File: src/rtl/mem_req_arbiter_if.sv
// Bus bundle between the fetch/load-store requesters, the memory controller
// and the arbiter; the arbiter uses the slave view.
interface mem_req_arbiter_if;
   logic        rdy;
   logic        flush;
   logic        if_req;
   logic [31:0] if_addr;
   logic        if_done;
   logic [31:0] if_inst;
   logic        ls_req;
   logic        ls_wr;
   logic [2:0]  ls_size;
   logic [31:0] ls_addr;
   logic [31:0] ls_wdata;
   logic        ls_done;
   logic [31:0] ls_rdata;
   logic        mc_ena;
   logic        mc_wr;
   logic [31:0] mc_addr;
   logic [2:0]  mc_size;
   logic [31:0] mc_wdata;
   logic        mc_ok;
   logic [31:0] mc_rdata;
   logic        busy;

   modport slave (
      input  rdy, flush, if_req, if_addr, ls_req, ls_wr, ls_size, ls_addr, ls_wdata,
             mc_ok, mc_rdata,
      output if_done, if_inst, ls_done, ls_rdata, mc_ena, mc_wr, mc_addr, mc_size,
             mc_wdata, busy
   );

   modport master (
      output rdy, flush, if_req, if_addr, ls_req, ls_wr, ls_size, ls_addr, ls_wdata,
             mc_ok, mc_rdata,
      input  if_done, if_inst, ls_done, ls_rdata, mc_ena, mc_wr, mc_addr, mc_size,
             mc_wdata, busy
   );
endinterface

File: src/rtl/mem_req_arbiter.sv
// Shares the single memory-controller port between instruction fetch and
// load/store, one transaction at a time, with a fetch starvation guard.
module mem_req_arbiter #(
   parameter int STARVE_LIMIT = 8
) (
   input logic              clk,
   input logic              rst,
   mem_req_arbiter_if.slave bus
);

   localparam logic [1:0] IDLE    = 2'd0;
   localparam logic [1:0] ISSUE   = 2'd1;
   localparam logic [1:0] WAIT    = 2'd2;
   localparam logic [1:0] DISCARD = 2'd3;

   logic [1:0]  state;
   logic        if_pend;
   logic [31:0] if_pend_addr;
   logic        ls_pend;
   logic        ls_pend_wr;
   logic [2:0]  ls_pend_size;
   logic [31:0] ls_pend_addr;
   logic [31:0] ls_pend_wdata;
   logic        cur_ls;
   logic        cur_wr;
   logic        cur_bad;
   logic [3:0]  starve_cnt;
   logic        mc_wr_q;
   logic [31:0] mc_addr_q;
   logic [2:0]  mc_size_q;
   logic [31:0] mc_wdata_q;
   logic        if_done_q;
   logic        ls_done_q;
   logic [31:0] if_inst_q;
   logic [31:0] ls_rdata_q;

   function automatic logic size_ok(input logic [2:0] s);
      return (s == 3'd1) || (s == 3'd2) || (s == 3'd4);
   endfunction

   function automatic logic [31:0] zext_load(input logic [31:0] d, input logic [2:0] s);
      case (s)
         3'd1:    return {24'd0, d[7:0]};
         3'd2:    return {16'd0, d[15:0]};
         default: return d;
      endcase
   endfunction

   logic        if_acc;
   logic        ls_acc;
   logic        if_eff;
   logic        ls_eff;
   logic        grant;
   logic        pick_if;
   logic        rd_flush;
   logic [31:0] sel_if_addr;
   logic        sel_ls_wr;
   logic [2:0]  sel_ls_size;
   logic [31:0] sel_ls_addr;
   logic [31:0] sel_ls_wdata;

   // Bypass: a request arriving in IDLE is arbitrated as if already latched.
   assign if_acc       = bus.if_req && !if_pend && !bus.flush;
   assign ls_acc       = bus.ls_req && !ls_pend && !bus.flush;
   assign if_eff       = if_pend || if_acc;
   assign ls_eff       = ls_pend || ls_acc;
   assign sel_if_addr  = if_pend ? if_pend_addr  : bus.if_addr;
   assign sel_ls_wr    = ls_pend ? ls_pend_wr    : bus.ls_wr;
   assign sel_ls_size  = ls_pend ? ls_pend_size  : bus.ls_size;
   assign sel_ls_addr  = ls_pend ? ls_pend_addr  : bus.ls_addr;
   assign sel_ls_wdata = ls_pend ? ls_pend_wdata : bus.ls_wdata;
   assign grant        = (state == IDLE) && !bus.flush && (if_eff || ls_eff);
   assign pick_if      = if_eff && (!ls_eff || (starve_cnt == 4'(STARVE_LIMIT)));
   // Stores in flight survive a flush; fetches and loads are thrown away.
   assign rd_flush     = bus.flush && !(cur_ls && cur_wr);

   always_ff @(posedge clk) begin
      if (rst) begin
         state         <= IDLE;
         if_pend       <= 1'b0;
         if_pend_addr  <= '0;
         ls_pend       <= 1'b0;
         ls_pend_wr    <= 1'b0;
         ls_pend_size  <= '0;
         ls_pend_addr  <= '0;
         ls_pend_wdata <= '0;
         cur_ls        <= 1'b0;
         cur_wr        <= 1'b0;
         cur_bad       <= 1'b0;
         starve_cnt    <= '0;
         mc_wr_q       <= 1'b0;
         mc_addr_q     <= '0;
         mc_size_q     <= '0;
         mc_wdata_q    <= '0;
         if_done_q     <= 1'b0;
         ls_done_q     <= 1'b0;
         if_inst_q     <= '0;
         ls_rdata_q    <= '0;
      end else if (bus.rdy) begin
         if_done_q <= 1'b0;
         ls_done_q <= 1'b0;
         if (if_acc) begin
            if_pend      <= 1'b1;
            if_pend_addr <= bus.if_addr;
         end
         if (ls_acc) begin
            ls_pend       <= 1'b1;
            ls_pend_wr    <= bus.ls_wr;
            ls_pend_size  <= bus.ls_size;
            ls_pend_addr  <= bus.ls_addr;
            ls_pend_wdata <= bus.ls_wdata;
         end
         case (state)
            IDLE: begin
               if (grant) begin
                  state   <= ISSUE;
                  cur_ls  <= !pick_if;
                  cur_wr  <= !pick_if && sel_ls_wr;
                  cur_bad <= !pick_if && !size_ok(sel_ls_size);
                  if (pick_if) begin
                     mc_wr_q    <= 1'b0;
                     mc_addr_q  <= sel_if_addr;
                     mc_size_q  <= 3'd4;
                     mc_wdata_q <= '0;
                  end else if (size_ok(sel_ls_size)) begin
                     mc_wr_q    <= sel_ls_wr;
                     mc_addr_q  <= sel_ls_addr;
                     mc_size_q  <= sel_ls_size;
                     mc_wdata_q <= sel_ls_wdata;
                  end
               end
            end
            ISSUE: begin
               if (cur_ls) ls_pend <= 1'b0;
               else        if_pend <= 1'b0;
               // Illegal sizes never reach the controller; complete locally with zero data.
               if (cur_bad) begin
                  state <= IDLE;
                  if (!rd_flush) begin
                     ls_done_q  <= 1'b1;
                     ls_rdata_q <= '0;
                  end
               end else begin
                  state <= rd_flush ? DISCARD : WAIT;
               end
            end
            WAIT: begin
               if (bus.mc_ok) begin
                  state <= IDLE;
                  if (!rd_flush) begin
                     if (cur_ls) begin
                        ls_done_q <= 1'b1;
                        if (!cur_wr) ls_rdata_q <= zext_load(bus.mc_rdata, mc_size_q);
                     end else begin
                        if_done_q <= 1'b1;
                        if_inst_q <= bus.mc_rdata;
                     end
                  end
               end else if (rd_flush) begin
                  state <= DISCARD;
               end
            end
            default: begin
               if (bus.mc_ok) state <= IDLE;
            end
         endcase
         if (bus.flush) begin
            if_pend <= 1'b0;
            if (!ls_pend_wr) ls_pend <= 1'b0;
         end
         if (bus.flush)
            starve_cnt <= '0;
         else if (grant)
            starve_cnt <= pick_if ? 4'd0 : (if_eff ? starve_cnt + 4'd1 : 4'd0);
         else if (!if_pend)
            starve_cnt <= '0;
      end
   end

   assign bus.mc_ena   = (state == ISSUE) && !cur_bad && bus.rdy;
   assign bus.mc_wr    = mc_wr_q;
   assign bus.mc_addr  = mc_addr_q;
   assign bus.mc_size  = mc_size_q;
   assign bus.mc_wdata = mc_wdata_q;
   assign bus.if_done  = if_done_q && bus.rdy;
   assign bus.ls_done  = ls_done_q && bus.rdy;
   assign bus.if_inst  = if_inst_q;
   assign bus.ls_rdata = ls_rdata_q;
   assign bus.busy     = (state != IDLE) || if_pend || ls_pend;

endmodule

File: src/flat_wrapper.sv
// flat-port wrapper written by rule: the top's interface ports become plain ports
module mem_req_arbiter_flat 
#(
   parameter int STARVE_LIMIT = 8
)
  (clk, rst, bus_rdy, bus_flush, bus_if_req, bus_if_addr, bus_ls_req, bus_ls_wr, bus_ls_size, bus_ls_addr, bus_ls_wdata, bus_mc_ok, bus_mc_rdata, bus_if_done, bus_if_inst, bus_ls_done, bus_ls_rdata, bus_mc_ena, bus_mc_wr, bus_mc_addr, bus_mc_size, bus_mc_wdata, bus_busy);
  mem_req_arbiter_if bus_i ();
  input logic clk;
  input logic rst;
  input wire logic [$bits(bus_i.rdy)-1:0] bus_rdy;
  input wire logic [$bits(bus_i.flush)-1:0] bus_flush;
  input wire logic [$bits(bus_i.if_req)-1:0] bus_if_req;
  input wire logic [$bits(bus_i.if_addr)-1:0] bus_if_addr;
  input wire logic [$bits(bus_i.ls_req)-1:0] bus_ls_req;
  input wire logic [$bits(bus_i.ls_wr)-1:0] bus_ls_wr;
  input wire logic [$bits(bus_i.ls_size)-1:0] bus_ls_size;
  input wire logic [$bits(bus_i.ls_addr)-1:0] bus_ls_addr;
  input wire logic [$bits(bus_i.ls_wdata)-1:0] bus_ls_wdata;
  input wire logic [$bits(bus_i.mc_ok)-1:0] bus_mc_ok;
  input wire logic [$bits(bus_i.mc_rdata)-1:0] bus_mc_rdata;
  output wire logic [$bits(bus_i.if_done)-1:0] bus_if_done;
  output wire logic [$bits(bus_i.if_inst)-1:0] bus_if_inst;
  output wire logic [$bits(bus_i.ls_done)-1:0] bus_ls_done;
  output wire logic [$bits(bus_i.ls_rdata)-1:0] bus_ls_rdata;
  output wire logic [$bits(bus_i.mc_ena)-1:0] bus_mc_ena;
  output wire logic [$bits(bus_i.mc_wr)-1:0] bus_mc_wr;
  output wire logic [$bits(bus_i.mc_addr)-1:0] bus_mc_addr;
  output wire logic [$bits(bus_i.mc_size)-1:0] bus_mc_size;
  output wire logic [$bits(bus_i.mc_wdata)-1:0] bus_mc_wdata;
  output wire logic [$bits(bus_i.busy)-1:0] bus_busy;
  assign bus_i.rdy = bus_rdy;
  assign bus_i.flush = bus_flush;
  assign bus_i.if_req = bus_if_req;
  assign bus_i.if_addr = bus_if_addr;
  assign bus_i.ls_req = bus_ls_req;
  assign bus_i.ls_wr = bus_ls_wr;
  assign bus_i.ls_size = bus_ls_size;
  assign bus_i.ls_addr = bus_ls_addr;
  assign bus_i.ls_wdata = bus_ls_wdata;
  assign bus_i.mc_ok = bus_mc_ok;
  assign bus_i.mc_rdata = bus_mc_rdata;
  assign bus_if_done = bus_i.if_done;
  assign bus_if_inst = bus_i.if_inst;
  assign bus_ls_done = bus_i.ls_done;
  assign bus_ls_rdata = bus_i.ls_rdata;
  assign bus_mc_ena = bus_i.mc_ena;
  assign bus_mc_wr = bus_i.mc_wr;
  assign bus_mc_addr = bus_i.mc_addr;
  assign bus_mc_size = bus_i.mc_size;
  assign bus_mc_wdata = bus_i.mc_wdata;
  assign bus_busy = bus_i.busy;
  mem_req_arbiter #(.STARVE_LIMIT(STARVE_LIMIT)) u_core (.clk(clk), .rst(rst), .bus(bus_i));
endmodule
File: config.mk
export PLATFORM = sky130hd
export DESIGN_NAME = mem_req_arbiter_flat
export DESIGN_NICKNAME = d
export VERILOG_FILES = /design/src/rtl/mem_req_arbiter_if.sv /design/src/rtl/mem_req_arbiter.sv /design/src/flat_wrapper.sv
export SDC_FILE = /design/constraint.sdc
export NUM_CORES = 1
export LEC_CHECK = 0
export BUFFER_PORTS_ARGS = -buffer_cell sky130_fd_sc_hd__buf_2
export CAP_MARGIN = 20
export CORE_ASPECT_RATIO = 0.75
export CORE_MARGIN = 4
export CORE_UTILIZATION = 58
export DETAILED_ROUTE_END_ITERATION = 8
export PLACE_DENSITY = 0.86
export SETUP_SLACK_MARGIN = 0.02
export SYNTH_ARGS = -nofsm -noshare
export SYNTH_HDL_FRONTEND = slang
export SYNTH_SLANG_ARGS = --single-unit
File: constraint.sdc
create_clock -name clk -period 2.8 [get_ports clk]
set_input_delay 0.28 -clock clk [delete_from_list [all_inputs] [get_ports clk]]
set_output_delay 0.28 -clock clk [all_outputs]
set_load 0.1 [all_outputs]
== After elaboration in Yosys (flattened, before gate mapping) ==
Cells that the tools add are included.
W data, S select, Z words.

* Bits in registers: 245
* Latch bits: 0
* RAM bits: 0
* Bits in read-only memories: 0
* Input port bits: 139
* Output and inout port bits: 136
* Logic and storage cells: 136
* Memories kept: 0

* $add $sub $neg: 1
* Multipliers: 0
* Div/mod/pow operators: 0
* $lt $le $gt $ge: 0
* Equality and inequality tests: 17
* Shifts and indexed selects: 0
* Multiplexer cells: 52
* Bitwise logic cells: 2
* Reduce and logical (&&, ||, !) cells: 44

{| class="wikitable"
|+ Operators with widths
! kind !! count
|-
| $mux W32 || 13
|-
| $pmux W32 S2 || 2
|-
| $mux W1 || 22
|-
| $mux W4 || 5
|-
| $logic_and A1 B1 Y1 || 15
|-
| $mux W2 || 5
|-
| $mux W3 || 3
|-
| $logic_not A1 Y1 || 8
|-
| $logic_or A1 B1 Y1 || 8
|-
| $ne A2 B2 Y1 const B || 4
|-
| $reduce_and A4 Y1 || 2
|-
| $reduce_and A8 Y1 || 1
|-
| $eq A3 B1 Y1 const B || 2
|-
| $eq A3 B2 Y1 const B || 2
|-
| $ne A2 B1 Y1 const B || 3
|-
| $pmux W2 S3 || 1
|-
| $reduce_and A2 Y1 || 3
|-
| $reduce_bool A2 Y1 || 3
|-
| $reduce_and A5 Y1 || 1
|-
| $add A4 B1 Y4 const B || 1
|-
| $eq A4 B4 Y1 const B || 1
|-
| $reduce_bool A4 Y1 || 1
|-
| $eq A3 B3 Y1 const B || 1
|-
| $ne A3 B2 Y1 const B || 1
|-
| other kinds (7) || 8
|}

== Depth between registers and ports, before layout ==
Gate-level depths: netlist of the first run.

* Depth after elaboration: 10
* Depth in mapped cells: 9
* Mapped depth without buffers: 7

== Worst setup path after synthesis of the first run ==
Ideal clock, no wire load.

* Kind: register to output
* Start point: register u_core.state[1]
* End point: output bus_mc_ena
* Arrival: 2.024 ns
* Data required time: 2.520 ns
* Path slack: 0.496 ns
* Stages on the path, launching flop included: 5
* Buffers on the path: 0
* Path through: dfxtp_1 > inv_1 > ha_1 > nand2b_1 > nor2_1

* Longest elaborated chain between the ends: 3

{| class="wikitable"
|+ RTL lines
! element !! line !! RTL
|-
| start: declaration || mem_req_arbiter.sv:16 || <nowiki>logic [1:0] state;</nowiki>
|-
| start signal: assignment || mem_req_arbiter.sv:144 || <nowiki>state <= rd_flush ? DISCARD : WAIT;</nowiki>
|-
| $eq A2 B1 Y1 || mem_req_arbiter.sv:180 || <nowiki>assign bus.mc_ena = (state == ISSUE) && !cur_bad && bus.rdy;</nowiki>
|-
| $logic_and A1 B1 Y1 (2 in a row) || mem_req_arbiter.sv:180 ||
|-
| end: declaration || flat_wrapper.sv:25 || <nowiki>output wire logic [$bits(bus_i.mc_ena)-1:0] bus_mc_ena;</nowiki>
|}

Every way passes these cells.

== Worst setup path after layout of the first run ==
* Start point: register u_core.if_pend
* End point: output bus_busy

* Longest elaborated chain between the ends: 2

{| class="wikitable"
|+ RTL lines
! element !! line !! RTL
|-
| start: declaration || mem_req_arbiter.sv:17 || <nowiki>logic if_pend;</nowiki>
|-
| start signal: assignment || mem_req_arbiter.sv:80 || <nowiki>if_pend <= 1'b0;</nowiki>
|-
| start signal: assignment || mem_req_arbiter.sv:103 || <nowiki>if_pend <= 1'b1;</nowiki>
|-
| start signal: assignment || mem_req_arbiter.sv:135 || <nowiki>else if_pend <= 1'b0;</nowiki>
|-
| $logic_or A1 B1 Y1 (2 in a row) || mem_req_arbiter.sv:189 || <nowiki>assign bus.busy = (state != IDLE) || if_pend || ls_pend;</nowiki>
|-
| end: declaration || flat_wrapper.sv:30 || <nowiki>output wire logic [$bits(bus_i.busy)-1:0] bus_busy;</nowiki>
|}

Every way passes these cells.

==> run metrics, run 1 <==
standard cell area after detailed placement 0.01247 mm²; number of buffers created by CTS 23; reported leakage power 5.502 nW; Via-to-Cell Ratio 5.790; clock skew 9.231 ps; asr flop ratio synth 0; vertical die dimension 127.0 µm; ranking of synthesized cells by area dfxtp_1, nand2_1, mux2i_1; DRC 0; proportion of layout cells with a drive suffix above 1 0.2297; met1 GRT Util 0.3735; sequential fraction of the synthesis area 0.4478; most common cell in the synthesized netlist nand2_1; overall via count from detail_route 10.49k; number of buffers inserted by port buffering 274; Worst setup EP type output pin; critical path arrival 2300 ps; final global-route overflow total 0; cell area after technology mapping 0.01095 mm²; combinational family with the most area after synthesis simple AND/OR/NAND/NOR gates; CP max FO 22; H-Tree Level Count 1; longest individual stage delay on the worst path 680 ps; count of clock tree sinks 245; layout-stage area growth over the synthesis result 21.92%; series of cell instances along the critical path buf_4 -> or3_1 -> buf_2; share of synthesized cell area in and, or, nand and nor gates 0.2287; Register-to-Register Path Depth 5; maximum number of buffers from clock root to sink 3; final hold vios 0; Routed Antenna Nets 0; all-layer global routing usage 0.2759; area fraction of the dominant cell type after synthesis 0.4478; I/O pins 275; clock-pin slew on the worst setup and hold paths 70 ps; # Post-CTS Setup Buffers 0; number of synthesized flops with an enable pin 0; final worst-path cycle share 0.9232; number of placement rows 43; number of slew-limit violations in the final report 0; Min-Delay Path Depth 3; mean routed wirelength per cell 17.13 µm; critical path data required time 2520 ps; Avg Synthesized Cell Area 8.223 µm²; Post-CTS Resized 0; TritonCTS clock tree built; cell family with the largest share of critical-path delay buffers and inverters; number of buffers inserted for hold repair after clock tree synthesis 4; Synth top cells by count nand2_1, dfxtp_1, a21oi_1, mux2i_1, clkbuf_1; synthesized-area fraction occupied by xor and xnor cells 0.004798; placeable core region 0.01851 mm²; Chip Width 166.7 µm; cell area after layout 0.01335 mm²; status complete, no violations; class of the tightest hold or removal check input port to register; share of cell area taken by muxes after synthesis 0.09333; max-cap viol count 0; largest net degree at the start of global routing 120; final-layout setup total negative slack 0 ps; library cell contributing the largest single delay on the critical path dfxtp_2; number of antenna violations at the first check in global routing 5; fraction of the mapped netlist area in compound gates 0.1691; headroom to the max-slew limit 0.3945; Clock Latency Late Sink 510 ps; Levels on crit path 3; Netlist cell types 54; GR Util met3 0.05908; count of state elements after synthesis 245; achievable frequency 0.3869 GHz; type of the worst setup path register to output pin; count of TritonRoute iterations in the first routing pass 7; grt met2 use 0.4540; setup repair after global routing missed its margin false; largest area contributor in the netlist dfxtp_1; minimum clock period after layout 2585 ps; post-synthesis cell count 1332; slew at the pin closest to its max-slew limit 906.1 ps; Layout Utilization 0.7215; total power draw 8.440 mW; GP Congestion 0.8931; total nets after synthesis 1477; post-synthesis adder-cell area fraction 0.006854; primary flip-flop cell chosen by synthesis mapping dfxtp_1; CP Launch Type register; total wire length 31030 µm; wire length of the first global-routing pass 49250 µm; Cell Pwr Density 632.0 mW/mm²; number of global-route vias before repair 9758; DRC violation total after the first TritonRoute iteration 1108; Clk Tree Root Cell clkbuf_16; Setup violations, final 0; most crowded layer after global routing met2; number of synthesis warnings 0; die area 0.02117 mm²; initial core utilization 0.5918; number of nets in the final layout 1692; Critical path buffers and inverters 2; DPL Wire Length 20250 µm; Max VDD drop 0.0004021 V
## per-stage QoR
| step | setup WS [ps] | instances | hold slack, ps |
|---|---|---|---|
| 2_1_floorplan | 495.9 | 1332 | 416.0 |
| 3_3_place_gp | 558.8 | 1765 | 434.3 |
| 3_5_place_dp | 467.2 | 1765 | 440.4 |
| 4_1_cts | 200.6 | 1810 | 1.988 |
| 5_1_grt | 151.0 | 1812 | 8.815 |
| 6_report | 215.0 | 1812 | 14.86 |
## cells by family after synthesis
family / after synthesis
flip-flops: 245
XOR/XNOR: 6
AND/OR/NAND/NOR: 546
adder cells (fa/ha/maj): 6
multiplexers: 102
buffers and inverters: 128
AO/OA/AOI/OAI: 299
## layer usage
| metal | routed length [µm] | share of wire |
|---|---|---|
| met1 | 12980 | 0.42 |
| met2 | 14560 | 0.47 |
| met3 | 2692 | 0.087 |
| met4 | 759 | 0.024 |
| met5 | 35 | 0.0011 |
## path summary, 6_finish.rpt
path / start / endpoint / slack [ps]
max: u_core.if_pend / bus_busy / 220
min: bus_ls_wdata[12] / u_core.ls_pend_wdata[12] / 10
max reg2reg: u_core.if_pend / u_core.bus.mc_addr[12] / 440
min reg2reg: u_core.bus.ls_rdata[4] / u_core.bus.ls_rdata[4] / 450
## registers in the layout, summed over array words and instances, names as in the netlist, 2 cells and up
register              cells
u_core.bus.if_inst       32
u_core.if_pend_addr      32
u_core.ls_pend_wdata     32
u_core.ls_pend_addr      32
u_core.bus.mc_size        3
u_core.bus.mc_addr       32
u_core.starve_cnt         4
u_core.bus.mc_wdata      32
u_core.bus.ls_rdata      32
u_core.ls_pend_size       3
u_core.state              2
## cell usage in the layout, fill, tap and decap left out, drive strengths merged, types with 6 or more instances in the layout
cell type	n
a211o	32
a21oi	175
a221oi	33
buf	303
clkbuf	32
dfxtp	245
ha	6
inv	11
mux2i	101
nand2	304
nand2b	71
nand3	34
nand4	37
nor2	47
nor2b	34
nor3	6
o21ai	39
## report_power, final
| part | switching (mW) | internal (mW) |
|---|---|---|
| registers | 0.0691 | 3.58 |
| logic | 0.932 | 0.393 |
| clock network | 1.35 | 2.11 |
## final cells by class
type	count	area [µm²]
timing repair buffer	308	1708
sequential	245	4910
inverter	10	37.54
tap	247	309.0
clock buffer	31	656.9
fill	1426	5154
clock inverter	10	178.9
multi-input combinational	959	5549
antenna	2	5.005
## worst register-to-register path, delay by kind of cell, from the launching register on
family                 cells  cell delay (ps)
buffers and inverters      1              240
multiplexers               1              170
AO/OA/AOI/OAI              2              380
flip-flops                 1              680
AND/OR/NAND/NOR            1              750
(Power assumes the default switching activity.)
==> run 2, diff against run 1 <==
--- a/config.mk
+++ b/config.mk
@@ -13,6 +13,7 @@
 export DETAILED_ROUTE_END_ITERATION = 8
 export PLACE_DENSITY = 0.86
 export SETUP_SLACK_MARGIN = 0.02
+export SLEW_MARGIN = 20
 export SYNTH_ARGS = -nofsm -noshare
 export SYNTH_HDL_FRONTEND = slang
 export SYNTH_SLANG_ARGS = --single-unit
==> constraint.sdc (replaced) <==
create_clock -name clk -period 3.2 [get_ports clk]
set_input_delay 0.32 -clock clk [delete_from_list [all_inputs] [get_ports clk]]
set_output_delay 0.32 -clock clk [all_outputs]
set_load 0.1 [all_outputs]
==> run 2 against run 1 <==
- sequential power decreased by 13%
- clock power decreased by 24%
- sequential share of layout area increased by 0.52 points
- critical path depth unchanged
- hold slack improved by 41 ps
- cell count decreased by 0.33%
- flip-flop and latch count unchanged
- combinational power decreased by 14%
- critical endpoint unchanged
==> run metrics, run 2 (synthesis gave the netlist of run 1 again) <==
end of the worst hold path u_core.ls_pend_addr[15]; maximum number of buffers from clock root to sink 3 (unchanged); Min-Delay Path Depth 3 (unchanged); number of placement rows 43 (unchanged); number of antenna violations at the first check in global routing 4 (-1); H-Tree Level Count 1 (unchanged); clock skew 12.80 ps (+3.570 ps); # Post-CTS Setup Buffers 0 (unchanged); I/O pins 275 (unchanged); CP Launch Type register; DPL Wire Length 20160 µm (-0.49%); critical path data required time 2880 ps (+360 ps); headroom to the max-slew limit 0.3363 (-0.05819); metal2 WL 14310 µm (-1.7%); placeable core region 0.01851 mm² (unchanged); Routed met1 length 12800 µm (-1.4%); all-layer global routing usage 0.2716 (-0.004292); die area 0.02117 mm² (unchanged); minimum clock period after layout 2517 ps; Max VDD drop 0.0003933 V (-2.2%); count of clock tree sinks 245 (unchanged); vertical die dimension 127.0 µm (unchanged); largest net degree at the start of global routing 113 (-5.8%); Cell Pwr Density 529.0 mW/mm² (-16%); uppermost metal layer occupied by signal nets met5; type of the worst setup path register to output pin; Clk Tree Root Cell clkbuf_16; total met3 wirelength after detailed routing 2626 µm (-2.5%); Setup violations, final 0 (unchanged); multi-input combinational cell area 0.005550 mm² (about the same); Worst setup EP type output pin; capturing point of the worst reg2reg path u_core.bus.mc_addr[16]; final-layout fill cell count 1463 (+2.6%); Routed Antenna Nets 0 (unchanged); number of buffers inserted for hold repair after clock tree synthesis 0 (-4); GP Congestion 0.9142 (+2.4%); series of cell instances along the critical path buf_4 -> or3_1 -> buf_2; number of global-route vias before repair 9783 (+0.26%); most frequent cells in the layout nand2_1, buf_2, dfxtp_1; TritonCTS clock tree built; Via-to-Cell Ratio 5.760 (-0.51%); longest individual stage delay on the worst path 570 ps (-110 ps); total wire length 30540 µm (-1.6%); Clock Latency Late Sink 510 ps (about the same); Sequential Area 0.004910 mm² (unchanged); overall via count from detail_route 10.40k (-0.84%); number of buffers created by CTS 24 (+4.3%); achievable frequency 0.3973 GHz; most common library cell in the layout ignoring fill and taps nand2_1; setup repair after global routing missed its margin false; worst slack after detailed placement 482.4 ps (+15.16 ps); final hold vios 0 (unchanged); class of the tightest hold or removal check input port to register; max-cap viol count 0 (unchanged); count of TritonRoute iterations in the first routing pass 5 (-2); Final WS setup 682.8 ps (+467.7 ps); startpoint of the lowest-slack hold path bus_ls_addr[15]; DRC 0 (unchanged); layout-stage area growth over the synthesis result 20.22%; slew at the pin closest to its max-slew limit 991.7 ps (+85.68 ps); number of slew-limit violations in the final report 0 (unchanged); R2R Setup Slk 770 ps (+330 ps); final-layout setup total negative slack 0 ps (unchanged); library cell contributing the largest single delay on the critical path buf_4; Chip Width 166.7 µm (unchanged); final worst-path cycle share 0.7866; status complete, no violations; final global-route overflow total 0 (unchanged); Post-CTS Resized 0 (unchanged); initial core utilization 0.5918 (unchanged); proportion of layout cells with a drive suffix above 1 0.2275 (-0.002180); number of buffers inserted by port buffering 274 (unchanged); critical path arrival 2200 ps (-100 ps); mean routed wirelength per cell 16.91 µm (-1.3%); reported leakage power 5.415 nW (-1.6%); number of nets in the final layout 1687 (-0.30%); Register-to-Register Path Depth 8 (+3); wire length of the first global-routing pass 48970 µm (-0.57%); reg-to-reg critical path startpoint u_core.starve_cnt[0]; DRC violation total after the first TritonRoute iteration 1117 (+0.81%); CP max FO 67 (+200%); clock-pin slew on the worst setup and hold paths 60 ps (about the same)
-- run 2: changes by cell type in the layout (fill, tap and decap cells not counted), sizes merged --
cell / previous run / this run
bufinv: 5 / 0
clkbuf: 32 / 36
dlygate4sd3: 4 / 0
buf: 303 / 301
diode: 2 / 3
clkinv: 4 / 5
inv: 11 / 10
-- run 2: how the worst max path moves through the flow --
stage                                from                      end  slack (ps)  cells after the start
after floorplan           u_core.state[1]               bus_mc_ena         860                      4
after global placement    u_core.state[0]   u_core.bus.ls_rdata[2]         670                      6
after detailed placement  u_core.state[0]  u_core.bus.ls_rdata[14]         480                      6
after CTS                 u_core.state[0]  u_core.bus.ls_rdata[15]         480                      6
after global routing       u_core.ls_pend                 bus_busy         570                      3
final                      u_core.ls_pend                 bus_busy         680                      3
-- run 2: stage by stage --
stage	util	hold WS, ps	cells	cell area, µm²	power, mW
3_3_place_gp	0.6714	436.7	1762	12430	4.371
2_1_floorplan	-	431.7	1332	10950	4.085
5_1_grt	0.7113	42.30	1805	13170	7.219
4_1_cts	0.7110	32.36	1803	13160	7.001
3_5_place_dp	0.6722	442.0	1763	12440	4.393
6_report	0.7115	56.12	1806	13170	6.966
-- run 2: cell type report --
class	instances	area share
Multi-Input combinational cell	959	0.4215
Sequential cell	245	0.3729
Timing Repair Buffer	302	0.1242
Clock buffer	35	0.05264
Tap cell	247	0.02347
Inverter	10	0.002851
Clock inverter	5	0.001900
Antenna cell	3	0.0005701
-- run 2: layer usage --
| metal | vias up | track usage |
|---|---|---|
| met4 | 4 | 0.07888 |
| met2 | 443 | 0.4461 |
| met3 | 65 | 0.05939 |
| met1 | 4904 | 0.3649 |
| met5 | - | 0 |
| li1 | 4987 | - |
-- run 2: where the power goes --
group / switching (mW) / internal, mW
Sequential: 0.0571 / 3.14
Clock: 1.14 / 1.49
Combinational: 0.811 / 0.335
-- run 2: critical path: cells and delay by family, from the launching register on --
kind | cells | cell delay (ps)
and+or+nand+nor | 1 | 260
buffers and inverters | 2 | 1020
DFF | 1 | 400
==> run 3, diff against run 2 <==
--- a/config.mk
+++ b/config.mk
@@ -9,9 +9,9 @@
 export CAP_MARGIN = 20
 export CORE_ASPECT_RATIO = 0.75
 export CORE_MARGIN = 4
-export CORE_UTILIZATION = 58
+export CORE_UTILIZATION = 48
 export DETAILED_ROUTE_END_ITERATION = 8
-export PLACE_DENSITY = 0.86
+export PLACE_DENSITY = 0.76
 export SETUP_SLACK_MARGIN = 0.02
 export SLEW_MARGIN = 20
 export SYNTH_ARGS = -nofsm -noshare
==> constraint.sdc (replaced) <==
create_clock -name clk -period 2.1 [get_ports clk]
set_input_delay 0.21 -clock clk [delete_from_list [all_inputs] [get_ports clk]]
set_output_delay 0.21 -clock clk [all_outputs]
set_load 0.1 [all_outputs]
==> run 3 against run 2 <==
- worst setup slack lost 570 ps
- design area grew 13%
- global-route usage shrank 1.5 points
- clock skew shrank 1.0 ps
- non-clock buffer count grew 147
- clock power grew 71%
- combinational power grew 79%
- cell count grew 11%
- critical path type unchanged
- largest cell class unchanged
==> run metrics, run 3 (synthesis gave the netlist of run 1 again) <==
Via-to-Cell Ratio 5.549 (-3.7%); critical path data required time 1890 ps (-990 ps); number of buffers inserted by port buffering 274 (unchanged); number of placement rows 47 (+9.3%); final-layout setup total negative slack 0 ps (unchanged); Clock Latency Late Sink 520 ps (about the same); switching power 3.235 mW (+62%); combinational power share 0.181 (+0.017); switching share of power 0.2834 (-0.004153); cell area after layout 0.01489 mm² (+13%); reported leakage power 6.117 nW (+13%); most common library cell in the layout ignoring fill and taps nand2_1; Routed Antenna Nets 0 (unchanged); CP max FO 6 (-91%); Chip Width 182.4 µm (+9.4%); number of antenna violations at the first check in global routing 2 (-2); most frequent cells in the layout nand2_1, buf_2, dfxtp_1; DRC 0 (unchanged); H-Tree Level Count 1 (unchanged); final worst-path cycle share 0.9485; standard cell area after detailed placement 0.01273 mm² (+2.3%); overall via count from detail_route 11.10k (+6.7%); DRC violation total after the first TritonRoute iteration 759 (-32%); max-cap viol count 0 (unchanged); maximum number of buffers from clock root to sink 3 (unchanged); critical path arrival 1780 ps (-420 ps); clock skew 11.77 ps (-1.033 ps); DPL Wire Length 21140 µm (+4.9%); multi-input combinational cell area 0.005568 mm² (+0.32%); internal power component 8.180 mW (+65%); clock-pin slew on the worst setup and hold paths 60 ps (about the same); status complete, no violations; all-layer global routing usage 0.2565 (-0.01502); count of TritonRoute iterations in the first routing pass 5 (unchanged); proportion of layout cells with a drive suffix above 1 0.2223 (-0.005219); number of slew-limit violations in the final report 0 (unchanged); placeable core region 0.02223 mm² (+20%); total power draw 11.42 mW (+64%); GP Congestion 0.8574 (-6.2%); Clk Tree Root Cell clkbuf_16; number of buffers created by CTS 25 (+4.2%); total wire length 34420 µm (+13%); Max VDD drop 0.0006310 V (+60%); final-layout fill cell count 1734 (+19%); final hold vios 0 (unchanged); number of global-route vias before repair 10.87k (+11%); Sequential Area 0.004911 mm² (about the same); largest net degree at the start of global routing 69 (-39%); I/O pins 275 (unchanged); TritonCTS clock tree built; initial core utilization 0.4927 (-0.09907); wire length of the first global-routing pass 54880 µm (+12%); Setup violations, final 0 (unchanged); layout-stage area growth over the synthesis result 35.96%; die area 0.02532 mm² (+20%); vertical die dimension 138.8 µm (+9.3%); Cell Pwr Density 766.5 mW/mm² (+45%); headroom to the max-slew limit 0.5979 (+0.2615); type of the worst setup path register to output pin; minimum clock period after layout 1992 ps; count of clock tree sinks 245 (unchanged); slew at the pin closest to its max-slew limit 603.2 ps (-388.5 ps); Worst setup EP type output pin; Min-Delay Path Depth 3 (unchanged); achievable frequency 0.5021 GHz; Register-to-Register Path Depth 9 (+1); final global-route overflow total 0 (unchanged); sequential group share of total power 0.426 (-0.032); clock network power share 0.393 (+0.016); number of nets in the final layout 1835 (+8.8%); CP Launch Type register; class of the tightest hold or removal check input port to register; mean routed wirelength per cell 17.20 µm (+1.7%); setup repair after global routing missed its margin true
==> run 3: cell types whose count changed in the layout (fill, tap and decap cells not counted), sizes merged <==
cell,delta
diode,-1
clkinvlp,+1
clkbuf,-1
bufinv,+3
clkinv,-1
dlygate4sd3,+132
buf,+15
==> run 3: routing by layer <==
| metal | vias to the layer above | part of all wire | GRT usage |
|---|---|---|---|
| met2 | 457 | 0.47 | 0.4300 |
| met1 | 5280 | 0.42 | 0.3356 |
| li1 | 5287 | - | - |
| met3 | 80 | 0.075 | 0.04877 |
| met4 | 0 | 0.030 | 0.08172 |
| met5 | - | 0 | 0 |
==> run 3: power groups by stage <==
stage | Clock (mW) | Sequential [mW] | Combinational, mW
detailed placement | 0 | 4.97 | 1.82
floorplan | 0 | 5.35 | 0.878
finish | 4.49 | 4.87 | 2.06
CTS | 4.56 | 4.86 | 2.03
global route | 4.75 | 4.88 | 2.20
global placement | 0 | 4.96 | 1.80
==> run 3: layout make-up <==
class | instances | share of cell area
clock inverter | 8 | 0.007898
tap | 294 | 0.02470
multi-input combinational | 959 | 0.3739
timing repair buffer | 449 | 0.2146
clock buffer | 34 | 0.04629
sequential | 245 | 0.3298
antenna | 2 | 0.0003361
inverter | 10 | 0.002521
==> run 3: path summary, 6_finish.rpt <==
path,startpoint,endpoint,slack (ps)
setup / recovery,u_core.state[1],bus_mc_ena,110
hold / removal,bus_rdy,u_core.ls_pend,70
setup reg to reg,u_core.starve_cnt[0],u_core.bus.mc_wr,220
hold reg to reg,u_core.bus.ls_rdata[24],u_core.bus.ls_rdata[24],450
==> run 3: worst max-delay path, cell delays in order, from the launching register on <==
cell      delay (ps)
dfxtp_1          350
inv_2             90
ha_2             240
nand2b_1         120
nor2_2           200
buf_6            260
==> run 3: through the flow <==
stage          hold WS, ps  instances    util  setup slack, ps
6_report             72.23       2001  0.6699            108.2
2_1_floorplan        346.0       1332       -            32.88
3_3_place_gp         436.9       1825  0.5728            268.1
5_1_grt              73.47       2001  0.6699            17.33
4_1_cts              50.35       1999  0.6691            25.68
3_5_place_dp         443.2       1825  0.5728            214.9
==> run 3: what timing repair did <==
item | in CTS | in global routing
setup endpoints to repair | 2 | 7
setup buffers | 0 | 0
hold endpoints to repair | 164 | 0
hold buffers | 132 | 0
gates resized for setup | 4 | 5
